--- config.mk ---
export PLATFORM = sky130hd
export DESIGN_NAME = lsu_mem_port
export DESIGN_NICKNAME = d
export VERILOG_FILES = /design/src/rtl/lsu_mem_port_pkg.sv /design/src/rtl/lsu_mem_port_load_extend.sv /design/src/rtl/lsu_mem_port.sv
export SDC_FILE = /design/constraint.sdc
export NUM_CORES = 1
export LEC_CHECK = 0
export CAP_MARGIN = 10
export CORE_MARGIN = 3
export CORE_UTILIZATION = 40
export CTS_BUF_LIST = sky130_fd_sc_hd__clkbuf_4 sky130_fd_sc_hd__clkbuf_8
export DETAILED_ROUTE_END_ITERATION = 10
export GPL_TIMING_DRIVEN = 1
export HOLD_SLACK_MARGIN = 0.1
export PLACE_DENSITY = 0.85
export SLEW_MARGIN = 20
export SYNTH_ARGS = -nofsm -noshare
export SYNTH_HDL_FRONTEND = slang
export SYNTH_SLANG_ARGS = --single-unit
--- constraint.sdc ---
create_clock -name clk -period 1.6 [get_ports clk]
set_clock_uncertainty 0.05 [all_clocks]
set_input_delay 0.16 -clock clk [delete_from_list [all_inputs] [get_ports clk]]
set_output_delay 0.16 -clock clk [all_outputs]
set_load 0.02 [all_outputs]
--- src/rtl/lsu_mem_port_pkg.sv ---
// ---------------------------------------------------------------------------
// lsu_pkg
// Shared definitions for the load/store port:
//   - RV32I funct3 width/sign codes (LSU_B, LSU_H, LSU_W, LSU_BU, LSU_HU)
//   - lsu_state_t : port FSM state {IDLE, REQ, DONE}
//   - funct3_ok() : legal width code for a load or a store
// ---------------------------------------------------------------------------
package lsu_pkg;

  localparam logic [2:0] LSU_B  = 3'b000;
  localparam logic [2:0] LSU_H  = 3'b001;
  localparam logic [2:0] LSU_W  = 3'b010;
  localparam logic [2:0] LSU_BU = 3'b100;
  localparam logic [2:0] LSU_HU = 3'b101;

  typedef enum logic [1:0] {
    IDLE = 2'd0,
    REQ  = 2'd1,
    DONE = 2'd2
  } lsu_state_t;

  // Stores only have signless widths; loads also have the unsigned forms.
  function automatic logic funct3_ok(input logic write, input logic [2:0] f);
    logic ok;
    case (f)
      LSU_B, LSU_H, LSU_W: ok = 1'b1;
      LSU_BU, LSU_HU:      ok = ~write;
      default:             ok = 1'b0;
    endcase
    return ok;
  endfunction

endpackage

--- src/rtl/lsu_mem_port_load_extend.sv ---
// ---------------------------------------------------------------------------
// load_extend
// Combinational load alignment: picks the byte/half/word lane addressed by
// off_i out of the memory word, moves it to bit 0 and sign- or zero-extends
// it according to funct3_i. Unsupported codes yield zero. Also usable by the
// writeback stage.
// Ports:
//   word_i   [31:0] read word from memory
//   off_i    [1:0]  byte offset inside the word (already size-aligned)
//   funct3_i [2:0]  RV32I load width/sign code
//   result_o [31:0] extended load result
// ---------------------------------------------------------------------------
module load_extend
  import lsu_pkg::*;
(
  input  logic [31:0] word_i,
  input  logic [1:0]  off_i,
  input  logic [2:0]  funct3_i,
  output logic [31:0] result_o
);

  logic [7:0]  byte_v;
  logic [15:0] half_v;

  always_comb begin
    byte_v = word_i[7:0];
    case (off_i)
      2'd1:    byte_v = word_i[15:8];
      2'd2:    byte_v = word_i[23:16];
      2'd3:    byte_v = word_i[31:24];
      default: byte_v = word_i[7:0];
    endcase
    half_v = off_i[1] ? word_i[31:16] : word_i[15:0];

    result_o = '0;
    case (funct3_i)
      LSU_B:   result_o = {{24{byte_v[7]}}, byte_v};
      LSU_H:   result_o = {{16{half_v[15]}}, half_v};
      LSU_W:   result_o = word_i;
      LSU_BU:  result_o = {24'h0, byte_v};
      LSU_HU:  result_o = {16'h0, half_v};
      default: result_o = '0;
    endcase
  end

endmodule

--- src/rtl/lsu_mem_port.sv ---
// ---------------------------------------------------------------------------
// lsu_mem_port
// Load/store port between execute and data memory. Accepts one operation in
// IDLE, issues a word-aligned request in REQ, retires in DONE. Stalls the
// pipeline from the accepting IDLE cycle until DONE.
//
// Memory handshake: mem_req is the request valid; mem_we/mem_addr/mem_be/
// mem_wdata are stable while mem_req is high and mem_ready low. A transfer
// happens in the cycle mem_req && mem_ready, and mem_rdata is valid in that
// same cycle.
//
// Ports:
//   clk, rst_n            clock, async active-low reset
//   ex_valid/write/funct3/addr/wdata  operation from execute
//   lsu_stall             hold the pipeline
//   lsu_rdata/lsu_rvalid  extended load result (writeback select 2'b01)
//   mem_req/we/addr/be/wdata, mem_ready, mem_rdata  memory port
//   dbg_state_o           current FSM state
//   lsu_misalign          misaligned-access pulse (LSU_MISALIGN_TRAP_EN only)
//
// Build option LSU_MISALIGN_TRAP_EN: misaligned half/word accesses trap
// instead of being forced aligned.
// ---------------------------------------------------------------------------
module lsu_mem_port
  import lsu_pkg::*;
#(
  parameter int DATA_WIDTH = 32,
  parameter int ADDR_WIDTH = 32
) (
  input  logic                  clk,
  input  logic                  rst_n,
  input  logic                  ex_valid,
  input  logic                  ex_write,
  input  logic [2:0]            ex_funct3,
  input  logic [ADDR_WIDTH-1:0] ex_addr,
  input  logic [DATA_WIDTH-1:0] ex_wdata,
  output logic                  lsu_stall,
  output logic [DATA_WIDTH-1:0] lsu_rdata,
  output logic                  lsu_rvalid,
  output logic                  mem_req,
  output logic                  mem_we,
  output logic [ADDR_WIDTH-1:0] mem_addr,
  output logic [3:0]            mem_be,
  output logic [DATA_WIDTH-1:0] mem_wdata,
  input  logic                  mem_ready,
  input  logic [DATA_WIDTH-1:0] mem_rdata,
  output lsu_state_t            dbg_state_o
`ifdef LSU_MISALIGN_TRAP_EN
  ,
  output logic                  lsu_misalign
`endif
);

  lsu_state_t            state_q, state_d;
  logic                  write_q;
  logic [2:0]            funct3_q;
  logic [1:0]            off_q;
  logic [ADDR_WIDTH-1:0] addr_q;
  logic [3:0]            be_q;
  logic [DATA_WIDTH-1:0] wdata_q;
  logic [DATA_WIDTH-1:0] rdata_q;
  logic [DATA_WIDTH-1:0] ext_data;

  logic [1:0]            ex_off;
  logic [3:0]            ex_be;
  logic [DATA_WIDTH-1:0] ex_wrep;
  logic                  ex_ok;
  logic                  ex_misal;
  logic                  ex_go;
  logic                  capture;
  logic                  done_load;

  // Offset is truncated to the access size, which is what forces a
  // misaligned half/word onto its natural boundary.
  always_comb begin
    ex_off  = 2'b00;
    ex_be   = 4'b1111;
    ex_wrep = ex_wdata;
    case (ex_funct3[1:0])
      2'b00: begin
        ex_off  = ex_addr[1:0];
        ex_be   = 4'b0001 << ex_addr[1:0];
        ex_wrep = {4{ex_wdata[7:0]}};
      end
      2'b01: begin
        ex_off  = {ex_addr[1], 1'b0};
        ex_be   = 4'b0011 << {ex_addr[1], 1'b0};
        ex_wrep = {2{ex_wdata[15:0]}};
      end
      default: ;
    endcase
  end

  assign ex_ok = funct3_ok(ex_write, ex_funct3);

`ifdef LSU_MISALIGN_TRAP_EN
  assign ex_misal = ex_ok &&
                    (((ex_funct3[1:0] == 2'b01) && ex_addr[0]) ||
                     ((ex_funct3[1:0] == 2'b10) && (ex_addr[1:0] != 2'b00)));
`else
  assign ex_misal = 1'b0;
`endif

  // Only legal, aligned operations touch memory; everything else retires
  // straight from IDLE to DONE.
  assign ex_go   = ex_ok && !ex_misal;
  assign capture = (state_q == IDLE) && ex_valid;

  // Next state and stall
  always_comb begin
    state_d   = state_q;
    lsu_stall = 1'b0;
    case (state_q)
      IDLE: begin
        if (ex_valid) begin
          lsu_stall = 1'b1;
          state_d   = ex_go ? REQ : DONE;
        end
      end
      REQ: begin
        lsu_stall = 1'b1;
        if (mem_ready) state_d = DONE;
      end
      DONE:    state_d = IDLE;
      default: state_d = IDLE;
    endcase
  end

  always_ff @(posedge clk or negedge rst_n) begin
    if (!rst_n) state_q <= IDLE;
    else        state_q <= state_d;
  end

  always_ff @(posedge clk or negedge rst_n) begin
    if (!rst_n) begin
      write_q  <= 1'b0;
      funct3_q <= 3'b000;
      off_q    <= 2'b00;
      addr_q   <= '0;
      be_q     <= 4'b0000;
      wdata_q  <= '0;
      rdata_q  <= '0;
    end else if (capture) begin
      write_q  <= ex_write;
      funct3_q <= ex_funct3;
      off_q    <= ex_off;
      addr_q   <= {ex_addr[ADDR_WIDTH-1:2], 2'b00};
      be_q     <= ex_be;
      wdata_q  <= ex_wrep;
      // An unsupported load still retires, with a zero result.
      if (!ex_ok && !ex_write) rdata_q <= '0;
    end else if ((state_q == REQ) && mem_ready && !write_q) begin
      rdata_q <= ext_data;
    end
  end

`ifdef LSU_MISALIGN_TRAP_EN
  logic misal_q;

  always_ff @(posedge clk or negedge rst_n) begin
    if (!rst_n)       misal_q <= 1'b0;
    else if (capture) misal_q <= ex_misal;
  end

  assign lsu_misalign = (state_q == DONE) && misal_q;
  assign done_load    = (state_q == DONE) && !write_q && !misal_q;
`else
  assign done_load    = (state_q == DONE) && !write_q;
`endif

  load_extend u_load_extend (
    .word_i   (mem_rdata),
    .off_i    (off_q),
    .funct3_i (funct3_q),
    .result_o (ext_data)
  );

  assign mem_req     = (state_q == REQ);
  assign mem_we      = (state_q == REQ) && write_q;
  assign mem_addr    = addr_q;
  assign mem_be      = be_q;
  assign mem_wdata   = wdata_q;
  assign lsu_rdata   = rdata_q;
  assign lsu_rvalid  = done_load;
  assign dbg_state_o = state_q;

endmodule

==> report_table.html, run 1 <==
<table>
<tr><th>Metric</th><th>Value</th></tr>
<tr><th colspan="2">Outcome</th></tr>
<tr><td>Run status</td><td>complete, but fails checks</td></tr>
<tr><td>Failing checks</td><td>setup timing</td></tr>
<tr><th colspan="2">Yosys</th></tr>
<tr><td>Most instantiated library cell after synthesis</td><td>nand2_1</td></tr>
<tr><td>Avg Cell Area, Syn</td><td>9.50 sq um</td></tr>
<tr><td>Library cell occupying the most area in the post-synthesis netlist</td><td>dfrtp_1</td></tr>
<tr><td>FFs w/ async S/R, synth</td><td>100%</td></tr>
<tr><td>Sequential area share after synthesis</td><td>53.6%</td></tr>
<tr><td>Post-synth top flop</td><td>dfrtp_1</td></tr>
<tr><td>Number of storage elements in the synthesis netlist</td><td>106</td></tr>
<tr><td>Leading post-synthesis cells by instance count</td><td>nand2_1, dfrtp_1, nor2_1</td></tr>
<tr><td>Count of flip-flops with a built-in enable after synthesis</td><td>0</td></tr>
<tr><td>Syn Std Cell Area</td><td>0.00495 sq mm</td></tr>
<tr><td>Portion of synthesized cell area occupied by the leading cell type</td><td>53.6%</td></tr>
<tr><td>Library cells used by synthesis</td><td>40</td></tr>
<tr><td>Ranking of synthesized cells by area</td><td>dfrtp_1, nand2_1, mux2i_1</td></tr>
<tr><td>Synth warn</td><td>0</td></tr>
<tr><td>Synthesized instance count</td><td>521</td></tr>
<tr><th colspan="2">Global routing</th></tr>
<tr><td>Aggregate global-route resource usage</td><td>23.1%</td></tr>
<tr><td>First-pass GRT wire length</td><td>24,800 microns</td></tr>
<tr><td>Number of antenna violations at the first check in global routing</td><td>0</td></tr>
<tr><td>Via count of the first global-routing pass</td><td>4,918</td></tr>
<tr><td>Maximum number of pins on one net before global-route repair</td><td>48</td></tr>
<tr><td>Overflow left after global routing</td><td>0</td></tr>
<tr><th colspan="2">Detailed routing</th></tr>
<tr><td>Total length of routed wires</td><td>16,700 microns</td></tr>
<tr><td>Vias post-DR</td><td>4,781</td></tr>
<tr><td>DR iter-0 viols</td><td>346</td></tr>
<tr><td>Number of vias per cell after detailed routing</td><td>5.19</td></tr>
<tr><td>Number of iterations in the first detailed-routing pass</td><td>6</td></tr>
<tr><td>DRT antenna net count</td><td>0</td></tr>
<tr><td>Drt drc</td><td>0</td></tr>
<tr><td>WL/cell</td><td>18.1 microns</td></tr>
<tr><th colspan="2">Pwr</th></tr>
<tr><td>Cell area power density</td><td>about 1500 mW/mm^2</td></tr>
<tr><td>Pint</td><td>7.17 mW</td></tr>
<tr><td>Combinational fraction of design power</td><td>50.1%</td></tr>
<tr><td>Clock Power Share</td><td>13.7%</td></tr>
<tr><td>Total power</td><td>11.8 mW</td></tr>
<tr><td>Maximum vdd drop</td><td>0.773 mV</td></tr>
<tr><td>Part of the power in registers</td><td>36.2%</td></tr>
<tr><td>Leakage component of the power</td><td>4.38 nW</td></tr>
<tr><td>Net switching power</td><td>~4.6 mW</td></tr>
<tr><td>Switching part of the total power</td><td>39.3%</td></tr>
<tr><th colspan="2">Layout</th></tr>
<tr><td>Number of antenna repair diodes</td><td>0</td></tr>
<tr><td>Fill cell instance count of the final layout</td><td>about 890</td></tr>
<tr><td>Area growth from synthesis to layout</td><td>62.6%</td></tr>
<tr><td>Share of the core filled with cells in the final layout</td><td>66.7%</td></tr>
<tr><td>Final nets</td><td>852</td></tr>
<tr><td>Post-route non-filler standard cell count</td><td>921</td></tr>
<tr><td>Fraction of layout cells with a size suffix above 1</td><td>between 15 and 20%</td></tr>
<tr><th colspan="2">Setup path</th></tr>
<tr><td>Classification of the worst setup path</td><td>reg2reg</td></tr>
<tr><td>Startpoint type of the worst setup path</td><td>flip-flop</td></tr>
<tr><td>Endpoint of the lowest-slack register-to-register path</td><td>lsu_rdata[31]</td></tr>
<tr><td>Signal arrival time at the worst endpoint</td><td>1.98 ns</td></tr>
<tr><td>R2R setup slack</td><td>-0.12 ns</td></tr>
<tr><td>Critical Path Sink Type</td><td>flip-flop</td></tr>
<tr><td>Maximum fanout encountered on the critical timing path</td><td>8</td></tr>
<tr><td>Critical register-to-register path startpoint</td><td>off_q[1]</td></tr>
<tr><td>WP data required</td><td>~1.9 ns</td></tr>
<tr><td>Number of cells on the worst reg-to-reg path</td><td>6</td></tr>
<tr><th colspan="2">Floorplanning</th></tr>
<tr><td>Boundary Pins</td><td>210</td></tr>
<tr><td>Placement row count</td><td>40</td></tr>
<tr><td>DIE AREA</td><td>roughly 0.014 sq mm</td></tr>
<tr><td>Starting utilization of the core area</td><td>41.0%</td></tr>
<tr><td>Die outline width</td><td>~120 microns</td></tr>
<tr><td>Die outline height</td><td>approximately 120 microns</td></tr>
<tr><td>CORE AREA</td><td>0.0121 sq mm</td></tr>
<tr><th colspan="2">STA</th></tr>
<tr><td>Maximum frequency from static timing analysis</td><td>580 MHz</td></tr>
<tr><td>Smallest hold slack</td><td>0.156 ns</td></tr>
<tr><td>Number of endpoints failing setup at the final stage</td><td>24</td></tr>
<tr><td>Max-slew violations</td><td>0</td></tr>
<tr><td>Setup repair after global routing missed its margin</td><td>yes</td></tr>
<tr><td>Final min period</td><td>~1.7 ns</td></tr>
<tr><td>Final critical-path setup slack</td><td>-0.125 ns</td></tr>
<tr><td>Hold violation total from the final report</td><td>0</td></tr>
<tr><td>Sum of negative setup slack</td><td>-1.96 ns</td></tr>
<tr><td>Share of the clock period used by the worst path after layout</td><td>108%</td></tr>
<tr><th colspan="2">Job</th></tr>
<tr><td>Reported max-cap violation count</td><td>0</td></tr>
<tr><th colspan="2">Clock network</th></tr>
<tr><td>Clock-pin slew of the registers on the worst-case setup and hold paths</td><td>0.10 ns</td></tr>
<tr><td>Source-to-sink clock delay at the later pin of the worst-skew pair</td><td>0.37 ns</td></tr>
<tr><td>Total clock buffers created by CTS</td><td>9</td></tr>
<tr><td>Clock root buffer</td><td>clkbuf_8</td></tr>
<tr><td>H-tree depth</td><td>3</td></tr>
<tr><td>Number of clock sinks</td><td>106</td></tr>
<tr><td>Clk buf depth</td><td>2</td></tr>
<tr><td>TritonCTS clock tree</td><td>yes</td></tr>
<tr><th colspan="2">Placed design</th></tr>
<tr><td>Placed cell count</td><td>~900</td></tr>
<tr><td>Estimated wirelength of the detail-placed design</td><td>roughly 12,000 microns</td></tr>
<tr><td>Count of buffers inserted at the top-level ports</td><td>just over 200</td></tr>
<tr><td>Placer congestion estimate</td><td>0.955</td></tr>
<tr><th colspan="2">Worst hold path</th></tr>
<tr><td>Path class of the lowest-slack min-delay path</td><td>in2async</td></tr>
</table>
==> placed cells by master, fill, tap and decap left out, drive strengths merged, types with 2 or more instances in the layout <==
| cell | n |
|---|---|
| nor2 | 47 |
| clkbuf | 15 |
| a211o | 8 |
| o32a | 6 |
| clkdlybuf4s50 | 123 |
| and2 | 2 |
| nor3b | 4 |
| mux2 | 9 |
| dfrtp | 106 |
| buf | 48 |
| nand2 | 158 |
| a221o | 16 |
| o21ai | 23 |
| nand3b | 2 |
| clkdlybuf4s15 | 2 |
| a22oi | 8 |
| dlymetal6s2s | 62 |
| a21oi | 30 |
| mux2i | 33 |
| inv | 4 |
| nor2b | 4 |
| clkinv | 2 |
| o31ai | 7 |
| dlygate4sd2 | 16 |
| o22a | 3 |
| conb | 2 |
==> power by group through the flow <==
stage	registers (mW)	logic [mW]	clock network [mW]
floorplan	5.42	1.67	0
global placement	4.27	5.73	0
detailed placement	4.34	5.84	0
CTS	4.29	5.86	1.65
global route	4.39	6.32	1.77
finish	4.28	5.91	1.62
==> metrics by stage <==
stage               cell area, sq um  worst slack [ns]
floorplan                       4980            -0.120
global placement                7450            -0.220
detailed placement              7450            -0.287
CTS                             7750           -0.0940
global route                    8050            -0.177
finish                          8050            -0.125
==> worst max path at each step <==
stage / startpoint / end / slack, ns / depth (start not counted)
detailed placement: mem_rdata[7] / lsu_rdata[25] / -0.29 / 5
finish: off_q[1] / lsu_rdata[31] / -0.12 / 6
global placement: mem_ready / lsu_rdata[26] / -0.22 / 5
floorplan: dbg_state_o[0] / lsu_rdata[16] / -0.12 / 5
global route: off_q[1] / lsu_rdata[19] / -0.18 / 6
CTS: dbg_state_o[1] / lsu_rdata[9] / -0.09 / 6
==> timing repair <==
action                                  4_1_cts  5_1_grt
gates resized for setup                      51       98
endpoints found under the setup margin       53      106
buffers inserted                              5        1
pin swaps                                     2        1
cloned                                        1        0
hold buffers                                  1        0
hold endpoints to repair                    106        0
==> area by class of cell <==
type,instances,area (sq um),share of cell area (%)
clock buffers,14,180,2.24
clock inverters,2,10.0,0.124
inverters,4,15.0,0.187
multi-input cells,374,2260,28.1
flip-flops and latches,106,2660,33.0
well taps,168,210,2.61
repair buffers,253,2710,33.7
==> worst max-delay path, cell delays in order, from the launching register on <==
cell	delay (ns)
dfrtp_1	0.41
buf_6	0.13
or3_1	0.30
o22a_1	0.25
a21oi_4	0.21
clkbuf_16	0.19
a221o_1	0.12
==> logic make-up after synthesis <==
kind of cell           after synthesis  synth area share [%]
and+or+nand+nor                    223                  18.5
AOI/OAI and AO/OA                  107                  15.3
DFF                                106                  53.6
muxes                               42                  8.72
buffers and inverters               42                  3.84
other                                1                0.0758
==> sequential cells by signal (all words and copies together), names as in the netlist <==
| signal | flops |
|---|---|
| funct3_q | 3 |
| mem_addr | 30 |
| mem_be | 4 |
| off_q | 2 |
| write_q | 1 |
| mem_wdata | 32 |
| lsu_rdata | 32 |
| dbg_state_o | 2 |
==> routing by layer <==
metal | track usage, % | wire length, microns
met2 | 39.0 | 8180
met4 | 8.87 | 546
met1 | 27.3 | 6520
met3 | 7.56 | 1410
met5 | 0 | 0
No activity file was read; power rests on OpenSTA's default activity.
==> run 2, diff against run 1 <==
--- a/config.mk
+++ b/config.mk
@@ -5,15 +5,15 @@
 export SDC_FILE = /design/constraint.sdc
 export NUM_CORES = 1
 export LEC_CHECK = 0
+export ABC_AREA = 1
 export CAP_MARGIN = 10
 export CORE_MARGIN = 3
-export CORE_UTILIZATION = 40
+export CORE_UTILIZATION = 41
 export CTS_BUF_LIST = sky130_fd_sc_hd__clkbuf_4 sky130_fd_sc_hd__clkbuf_8
 export DETAILED_ROUTE_END_ITERATION = 10
 export GPL_TIMING_DRIVEN = 1
 export HOLD_SLACK_MARGIN = 0.1
 export PLACE_DENSITY = 0.85
-export SLEW_MARGIN = 20
 export SYNTH_ARGS = -nofsm -noshare
 export SYNTH_HDL_FRONTEND = slang
 export SYNTH_SLANG_ARGS = --single-unit
==> run 2 against run 1 <==
The run now ends clean. Clock power increased by 7%. Count of clock-buffer cells in the layout decreased by 5. Largest cell class is now flip-flops and latches. Final cell count increased by 21%. Routed wire length decreased by 1.8%. Via count increased by 14%. Power increased by 15%. Largest power group unchanged.
==> report_table.html, run 2 <==
<table>
<tr><th>Metric</th><th>Value</th></tr>
<tr><th colspan="2">Detailed routing</th></tr>
<tr><td>DRT antenna net count</td><td>0</td></tr>
<tr><td>Drt drc</td><td>0</td></tr>
<tr><td>WL/cell</td><td>around 15 microns</td></tr>
<tr><td>Vias post-DR</td><td>5,452</td></tr>
<tr><td>Total length of routed wires</td><td>between 15,000 and 20,000 microns</td></tr>
<tr><td>Number of iterations in the first detailed-routing pass</td><td>5</td></tr>
<tr><td>DR iter-0 viols</td><td>455</td></tr>
<tr><td>Number of vias per cell after detailed routing</td><td>4.87</td></tr>
<tr><th colspan="2">Pwr</th></tr>
<tr><td>Cell area power density</td><td>1700 mW/mm^2</td></tr>
<tr><td>Switching part of the total power</td><td>44.7%</td></tr>
<tr><td>Pint</td><td>7.49 mW</td></tr>
<tr><td>Net switching power</td><td>6.06 mW</td></tr>
<tr><td>Part of the power in registers</td><td>34.0%</td></tr>
<tr><td>Leakage component of the power</td><td>4.62 nW</td></tr>
<tr><td>Maximum vdd drop</td><td>0.957 mV</td></tr>
<tr><td>Combinational fraction of design power</td><td>53.2%</td></tr>
<tr><td>Clock Power Share</td><td>12.7%</td></tr>
<tr><th colspan="2">Global routing</th></tr>
<tr><td>Overflow left after global routing</td><td>0</td></tr>
<tr><td>Via count of the first global-routing pass</td><td>5,523</td></tr>
<tr><td>Aggregate global-route resource usage</td><td>22.9%</td></tr>
<tr><td>First-pass GRT wire length</td><td>26,500 microns</td></tr>
<tr><td>Maximum number of pins on one net before global-route repair</td><td>59</td></tr>
<tr><td>Number of antenna violations at the first check in global routing</td><td>0</td></tr>
<tr><th colspan="2">Yosys</th></tr>
<tr><td>Number of storage elements in the synthesis netlist</td><td>106</td></tr>
<tr><td>Sequential area share after synthesis</td><td>slightly below 50%</td></tr>
<tr><td>Synthesized instance count</td><td>735</td></tr>
<tr><td>FFs w/ async S/R, synth</td><td>between 90% and 100%</td></tr>
<tr><td>Post-synth top flop</td><td>dfrtp_1</td></tr>
<tr><td>Syn Std Cell Area</td><td>0.00538 sq mm</td></tr>
<tr><td>Leading post-synthesis cells by instance count</td><td>nand2_1, dfrtp_1, inv_1</td></tr>
<tr><td>Library cell occupying the most area in the post-synthesis netlist</td><td>dfrtp_1</td></tr>
<tr><td>Avg Cell Area, Syn</td><td>around 7.3 sq um</td></tr>
<tr><td>Library cells used by synthesis</td><td>30</td></tr>
<tr><td>Most instantiated library cell after synthesis</td><td>nand2_1</td></tr>
<tr><td>Count of flip-flops with a built-in enable after synthesis</td><td>0</td></tr>
<tr><td>Synth warn</td><td>0</td></tr>
<tr><td>Portion of synthesized cell area occupied by the leading cell type</td><td>49.3%</td></tr>
<tr><td>Ranking of synthesized cells by area</td><td>dfrtp_1, nand2_1, nand3_1</td></tr>
<tr><th colspan="2">Clock network</th></tr>
<tr><td>Clock root buffer</td><td>clkbuf_8</td></tr>
<tr><td>Clock-pin slew of the registers on the worst-case setup and hold paths</td><td>about 0.10 ns</td></tr>
<tr><td>TritonCTS clock tree</td><td>yes</td></tr>
<tr><td>Source-to-sink clock delay at the later pin of the worst-skew pair</td><td>between 0.3 and 0.4 ns</td></tr>
<tr><td>Clk buf depth</td><td>2</td></tr>
<tr><td>Number of clock sinks</td><td>roughly 110</td></tr>
<tr><td>Total clock buffers created by CTS</td><td>9</td></tr>
<tr><td>H-tree depth</td><td>3</td></tr>
<tr><th colspan="2">Setup path</th></tr>
<tr><td>Sum of buffers and inverters on the critical path</td><td>1</td></tr>
<tr><td>Critical Path Sink Type</td><td>primary output</td></tr>
<tr><td>Maximum fanout encountered on the critical timing path</td><td>2</td></tr>
<tr><td>Number of cells on the worst reg-to-reg path</td><td>7</td></tr>
<tr><td>Startpoint type of the worst setup path</td><td>flip-flop</td></tr>
<tr><td>Largest stage delay on the critical path</td><td>0.61 ns</td></tr>
<tr><td>Cell class contributing the biggest share of worst-path delay</td><td>buffers and inverters</td></tr>
<tr><td>Worst path slowest cell</td><td>clkdlybuf4s50_1</td></tr>
<tr><td>Series of cell instances along the critical path</td><td>clkdlybuf4s50_1</td></tr>
<tr><td>Signal arrival time at the worst endpoint</td><td>around 1.4 ns</td></tr>
<tr><td>Critical register-to-register path startpoint</td><td>funct3_q[1]</td></tr>
<tr><td>Endpoint of the lowest-slack register-to-register path</td><td>lsu_rdata[30]</td></tr>
<tr><td>Classification of the worst setup path</td><td>reg2out</td></tr>
<tr><td>WP data required</td><td>1.39 ns</td></tr>
<tr><td>R2R setup slack</td><td>approximately 0.16 ns</td></tr>
<tr><th colspan="2">Floorplanning</th></tr>
<tr><td>Boundary Pins</td><td>210</td></tr>
<tr><td>Die outline width</td><td>between 100 and 150 microns</td></tr>
<tr><td>Placement row count</td><td>41</td></tr>
<tr><td>DIE AREA</td><td>0.0145 sq mm</td></tr>
<tr><td>Starting utilization of the core area</td><td>42.3%</td></tr>
<tr><td>Die outline height</td><td>121 microns</td></tr>
<tr><td>CORE AREA</td><td>0.0127 sq mm</td></tr>
<tr><th colspan="2">STA</th></tr>
<tr><td>Hold violation total from the final report</td><td>0</td></tr>
<tr><td>Number of endpoints failing setup at the final stage</td><td>0</td></tr>
<tr><td>Maximum frequency from static timing analysis</td><td>around 640 MHz</td></tr>
<tr><td>Setup repair after global routing missed its margin</td><td>no</td></tr>
<tr><td>Share of the clock period used by the worst path after layout</td><td>between 90% and 100%</td></tr>
<tr><td>Max-slew violations</td><td>0</td></tr>
<tr><td>Sum of negative setup slack</td><td>0 ns</td></tr>
<tr><td>Final min period</td><td>between 1.5 and 2 ns</td></tr>
<tr><th colspan="2">Layout</th></tr>
<tr><td>Area growth from synthesis to layout</td><td>47.8%</td></tr>
<tr><td>Commonest non-fill, non-tap cell in the layout</td><td>nand2_1</td></tr>
<tr><td>Share of the core filled with cells in the final layout</td><td>between 60 and 70%</td></tr>
<tr><td>Fraction of layout cells with a size suffix above 1</td><td>7.50%</td></tr>
<tr><td>Commonest cells after routing, fill and taps aside</td><td>nand2_1, clkdlybuf4s50_1, dfrtp_1</td></tr>
<tr><td>Final nets</td><td>1,046</td></tr>
<tr><td>Number of antenna repair diodes</td><td>0</td></tr>
<tr><td>Post-route non-filler standard cell count</td><td>~1,100</td></tr>
<tr><th colspan="2">Worst hold path</th></tr>
<tr><td>Path class of the lowest-slack min-delay path</td><td>in2async</td></tr>
<tr><th colspan="2">Placed design</th></tr>
<tr><td>Placed cell count</td><td>1,101</td></tr>
<tr><td>Count of buffers inserted at the top-level ports</td><td>approximately 210</td></tr>
<tr><td>Placer congestion estimate</td><td>0.922</td></tr>
<tr><td>Estimated wirelength of the detail-placed design</td><td>12,100 microns</td></tr>
<tr><th colspan="2">Job</th></tr>
<tr><td>Reported max-cap violation count</td><td>0</td></tr>
<tr><th colspan="2">Outcome</th></tr>
<tr><td>Run status</td><td>finished clean</td></tr>
</table>
==> run 2: power groups by stage <==
| stage | Clock [mW] | Sequential, mW | Combinational (mW) |
|---|---|---|---|
| detailed placement | 0 | 4.67 | 7.87 |
| global route | 1.87 | 4.77 | 7.93 |
| global placement | 0 | 4.67 | 7.70 |
| finish | 1.73 | 4.61 | 7.21 |
| CTS | 1.77 | 4.63 | 7.34 |
| floorplan | 0 | 6.00 | 2.86 |
==> run 2: stage by stage <==
step                      instance area, sq um  setup WS [ns]  hold WS [ns]  power (mW)
final                                     7950         0.0423         0.218        13.5
after global routing                      7950        0.00176         0.233        14.6
after CTS                                 7870       0.000249         0.211        13.7
after detailed placement                  7750        -0.0744        0.0665        12.5
after global placement                    7750        -0.0471        0.0598        12.4
after floorplan                           5380          0.120        -0.186        8.86
==> run 2: routing by layer <==
metal  part of all wire, %  vias to the layer above  track usage [%]
li1                      -                     2682                -
met1                    39                     2503             26.7
met2                    48                      248             39.2
met3                    11                       19             8.47
met4                   1.6                        0             7.22
met5                     0                        -                0
==> run 2: how the worst max path moves through the flow <==
stage,cells after the start,slack [ns],from,to
final,1,0.04,mem_wdata[28],mem_wdata[28]
after CTS,1,0.0002,mem_wdata[25],mem_wdata[25]
after global placement,4,-0.05,ex_valid,lsu_stall
after floorplan,7,0.12,dbg_state_o[0],lsu_rdata[10]
after global routing,1,0.002,lsu_rdata[4],lsu_rdata[4]
after detailed placement,4,-0.07,ex_valid,lsu_stall
==> run 2: timing repair <==
action / CTS / global route
resized for setup: 77 / 36
pin swaps: 0 / 0
buffers inserted: 0 / 1
endpoints found under the setup margin: 69 / 44
hold buffers: 1 / 0
hold endpoints to repair: 106 / 0
gates cloned: 0 / 0
==> run 2: cells by family after synthesis <==
logic type | synth area share (%)
AOI/OAI and AO/OA | 7.35
buffers and inverters | 8.75
other | 0.0697
and+or+nand+nor | 34.5
DFF | 49.3
==> run 2: area by class of cell <==
class | instances | area, sq um
Sequential cell | 106 | 2650
Multi-Input combinational cell | 527 | 2260
Tap cell | 172 | 215
Fill cell | 1173 | 4770
Inverter | 61 | 234
Clock buffer | 9 | 124
Clock inverter | 7 | 76.3
Timing Repair Buffer | 237 | 2380
==> run 2: worst register-to-register path: cells and delay by family (launching register included) <==
kind / cells / cell delay (ns)
buf+inv: 1 / 0.13
simple gates: 6 / 0.79
flops: 1 / 0.42
==> run 3, diff against run 2 <==
--- a/config.mk
+++ b/config.mk
@@ -8,12 +8,13 @@
 export ABC_AREA = 1
 export CAP_MARGIN = 10
 export CORE_MARGIN = 3
-export CORE_UTILIZATION = 41
+export CORE_UTILIZATION = 50
 export CTS_BUF_LIST = sky130_fd_sc_hd__clkbuf_4 sky130_fd_sc_hd__clkbuf_8
 export DETAILED_ROUTE_END_ITERATION = 10
+export DONT_BUFFER_PORTS = 1
 export GPL_TIMING_DRIVEN = 1
 export HOLD_SLACK_MARGIN = 0.1
-export PLACE_DENSITY = 0.85
+export PLACE_DENSITY = 0.74
 export SYNTH_ARGS = -nofsm -noshare
 export SYNTH_HDL_FRONTEND = slang
 export SYNTH_SLANG_ARGS = --single-unit
==> run 3 against run 2 <==
The run now ends with hold timing left. Count of clock-buffer cells in the layout did not move. Routed wire length rose by 13%. Non-clock buffer count fell by 83. Final cell count fell by 10%. Utilization rose by 5.9 points. Sequential cell count did not move. Die area fell by 17%. Critical endpoint is now lsu_stall.
==> report_table.html, run 3 (synthesis gave the netlist of run 2 again) <==
<table>
<tr><th>Metric</th><th>Value</th></tr>
<tr><th colspan="2">Pwr</th></tr>
<tr><td>Leakage component of the power</td><td>3.77 nW</td></tr>
<tr><td>Cell area power density</td><td>approximately 1700 mW/mm^2</td></tr>
<tr><td>Maximum vdd drop</td><td>0.918 mV</td></tr>
<tr><th colspan="2">Layout</th></tr>
<tr><td>Final nets</td><td>963</td></tr>
<tr><td>Final cell area excluding filler cells</td><td>approximately 0.0071 sq mm</td></tr>
<tr><td>Commonest non-fill, non-tap cell in the layout</td><td>nand2_1</td></tr>
<tr><td>Area growth from synthesis to layout</td><td>32.5%</td></tr>
<tr><td>Commonest cells after routing, fill and taps aside</td><td>nand2_1, dlygate4sd3_1, dfrtp_1</td></tr>
<tr><td>Fraction of layout cells with a size suffix above 1</td><td>7.52%</td></tr>
<tr><th colspan="2">Detailed routing</th></tr>
<tr><td>Number of iterations in the first detailed-routing pass</td><td>8</td></tr>
<tr><td>DR iter-0 viols</td><td>725</td></tr>
<tr><td>Total length of routed wires</td><td>18,500 microns</td></tr>
<tr><td>Number of vias per cell after detailed routing</td><td>5.56</td></tr>
<tr><td>DRT antenna net count</td><td>0</td></tr>
<tr><td>Vias post-DR</td><td>5,578</td></tr>
<tr><td>Drt drc</td><td>0</td></tr>
<tr><td>WL/cell</td><td>18.5 microns</td></tr>
<tr><th colspan="2">Outcome</th></tr>
<tr><td>Run status</td><td>complete, but fails checks</td></tr>
<tr><td>Failing checks</td><td>hold timing</td></tr>
<tr><th colspan="2">STA</th></tr>
<tr><td>Hold violation total from the final report</td><td>approximately 110</td></tr>
<tr><td>Number of endpoints failing setup at the final stage</td><td>0</td></tr>
<tr><td>Final min period</td><td>roughly 1.6 ns</td></tr>
<tr><td>Smallest hold slack</td><td>-0.587 ns</td></tr>
<tr><td>Setup repair after global routing missed its margin</td><td>yes</td></tr>
<tr><td>Maximum frequency from static timing analysis</td><td>633 MHz</td></tr>
<tr><td>Max-slew violations</td><td>0</td></tr>
<tr><td>Share of the clock period used by the worst path after layout</td><td>a little over nine tenths</td></tr>
<tr><th colspan="2">Clock network</th></tr>
<tr><td>Number of clock sinks</td><td>106</td></tr>
<tr><td>Clk buf depth</td><td>2</td></tr>
<tr><td>Total clock buffers created by CTS</td><td>9</td></tr>
<tr><td>Clock root buffer</td><td>clkbuf_8</td></tr>
<tr><td>TritonCTS clock tree</td><td>yes</td></tr>
<tr><td>Clock-pin slew of the registers on the worst-case setup and hold paths</td><td>0.11 ns</td></tr>
<tr><td>H-tree depth</td><td>3</td></tr>
<tr><td>Source-to-sink clock delay at the later pin of the worst-skew pair</td><td>0.37 ns</td></tr>
<tr><td>Number of buffers added to fix hold violations after cts</td><td>130</td></tr>
<tr><th colspan="2">Setup path</th></tr>
<tr><td>R2R setup slack</td><td>0.06 ns</td></tr>
<tr><td>Endpoint of the lowest-slack register-to-register path</td><td>lsu_rdata[10]</td></tr>
<tr><td>WP data required</td><td>1.39 ns</td></tr>
<tr><td>Classification of the worst setup path</td><td>reg2out</td></tr>
<tr><td>Number of cells on the worst reg-to-reg path</td><td>8</td></tr>
<tr><td>Critical Path Sink Type</td><td>primary output</td></tr>
<tr><td>Startpoint type of the worst setup path</td><td>flip-flop</td></tr>
<tr><td>Critical register-to-register path startpoint</td><td>dbg_state_o[0]</td></tr>
<tr><td>Maximum fanout encountered on the critical timing path</td><td>3</td></tr>
<tr><td>Signal arrival time at the worst endpoint</td><td>between 1 and 1.5 ns</td></tr>
<tr><th colspan="2">Global routing</th></tr>
<tr><td>Maximum number of pins on one net before global-route repair</td><td>107</td></tr>
<tr><td>Aggregate global-route resource usage</td><td>29.7%</td></tr>
<tr><td>Overflow left after global routing</td><td>0</td></tr>
<tr><td>First-pass GRT wire length</td><td>27,600 microns</td></tr>
<tr><td>Via count of the first global-routing pass</td><td>5,410</td></tr>
<tr><td>Number of antenna violations at the first check in global routing</td><td>3</td></tr>
<tr><th colspan="2">Worst hold path</th></tr>
<tr><td>Path class of the lowest-slack min-delay path</td><td>in2async</td></tr>
<tr><th colspan="2">Floorplanning</th></tr>
<tr><td>Placement row count</td><td>37</td></tr>
<tr><td>Starting utilization of the core area</td><td>around half</td></tr>
<tr><td>Die outline height</td><td>around 110 microns</td></tr>
<tr><td>CORE AREA</td><td>0.0104 sq mm</td></tr>
<tr><td>Die outline width</td><td>110 microns</td></tr>
<tr><td>DIE AREA</td><td>around 0.012 sq mm</td></tr>
<tr><td>Boundary Pins</td><td>210</td></tr>
<tr><th colspan="2">Placed design</th></tr>
<tr><td>Total placed instance area</td><td>~0.0055 sq mm</td></tr>
<tr><td>Count of buffers inserted at the top-level ports</td><td>0</td></tr>
<tr><td>Placer congestion estimate</td><td>0.845</td></tr>
<tr><td>Estimated wirelength of the detail-placed design</td><td>10,100 microns</td></tr>
<tr><th colspan="2">Job</th></tr>
<tr><td>Reported max-cap violation count</td><td>0</td></tr>
</table>
==> run 3: cell types whose count changed in the layout (fill, tap and decap cells not counted), moves of 3 or more <==
cell             previous run  this run
o21ai_0                    33        30
dlygate4sd2_1              65         0
diode_2                     0         3
dlygate4sd3_1               1       130
clkdlybuf4s50_1           106         0
o21ai_1                     0         3
buf_4                      23        16
dlymetal6s2s_1             31         0
buf_12                      8         3
==> run 3: worst max path at each step <==
stage,slack (ns),startpoint,to,cells past startpoint
3_5_place_dp,0.14,off_q[1],lsu_rdata[22],8
3_3_place_gp,0.20,dbg_state_o[1],lsu_rdata[12],7
2_1_floorplan,0.12,dbg_state_o[0],lsu_rdata[10],7
4_1_cts,-0.003,dbg_state_o[1],mem_we,4
5_1_grt,-0.04,dbg_state_o[0],lsu_rdata[10],8
6_report,0.02,dbg_state_o[1],lsu_stall,5
==> run 3: final cells by class <==
class | count | area, sq um
Fill cell | 784 | 3290
Sequential cell | 106 | 2650
Multi-Input combinational cell | 527 | 2280
Timing Repair Buffer | 154 | 1600
Inverter | 61 | 236
Tap cell | 136 | 170
Clock buffer | 9 | 124
Clock inverter | 7 | 52.6
Antenna cell | 3 | 7.51
==> run 3: metrics by stage <==
step           std cells  worst slack, ns  power, mW  setup TNS (ns)  util (%)
2_1_floorplan        736            0.120       8.86               0         -
3_3_place_gp         849            0.201       9.70               0      52.8
3_5_place_dp         849            0.139       9.87               0      52.8
4_1_cts              999         -0.00271       11.9        -0.00271      67.9
5_1_grt             1003          -0.0400       12.9          -0.179      68.4
6_report            1003           0.0208       12.2               0      68.4
==> run 3: metal layers <==
| layer | global-route usage (%) | vias to the layer above | routed length (microns) |
|---|---|---|---|
| met5 | 0 | - | 0 |
| met4 | 14.4 | 0 | 614 |
| met3 | 9.86 | 61 | 2280 |
| met2 | 49.0 | 401 | 9030 |
| met1 | 34.8 | 2599 | 6590 |
| li1 | - | 2517 | - |
==> run 3: worst max-delay path: stages (launching register included) <==
cell	delay, ns
dfrtp_1	0.41
buf_4	0.15
nor2_4	0.15
inv_2	0.08
nand2_2	0.08
buf_6	0.11
==> run 3: timing repair <==
action | 4_1_cts | 5_1_grt
buffers inserted | 2 | 0
endpoints found under the setup margin | 2 | 17
hold endpoints to repair | 212 | 106
resized for setup | 4 | 10
pin swaps | 1 | 0
cloned | 2 | 1
==> run 3: power by group <==
part           leakage (nW)  internal (mW)  total (mW)  switching (mW)
sequential             1.34           3.87        6.36            2.49
combinational          2.35           1.68        4.26            2.58
clock                0.0836          0.578        1.56           0.980
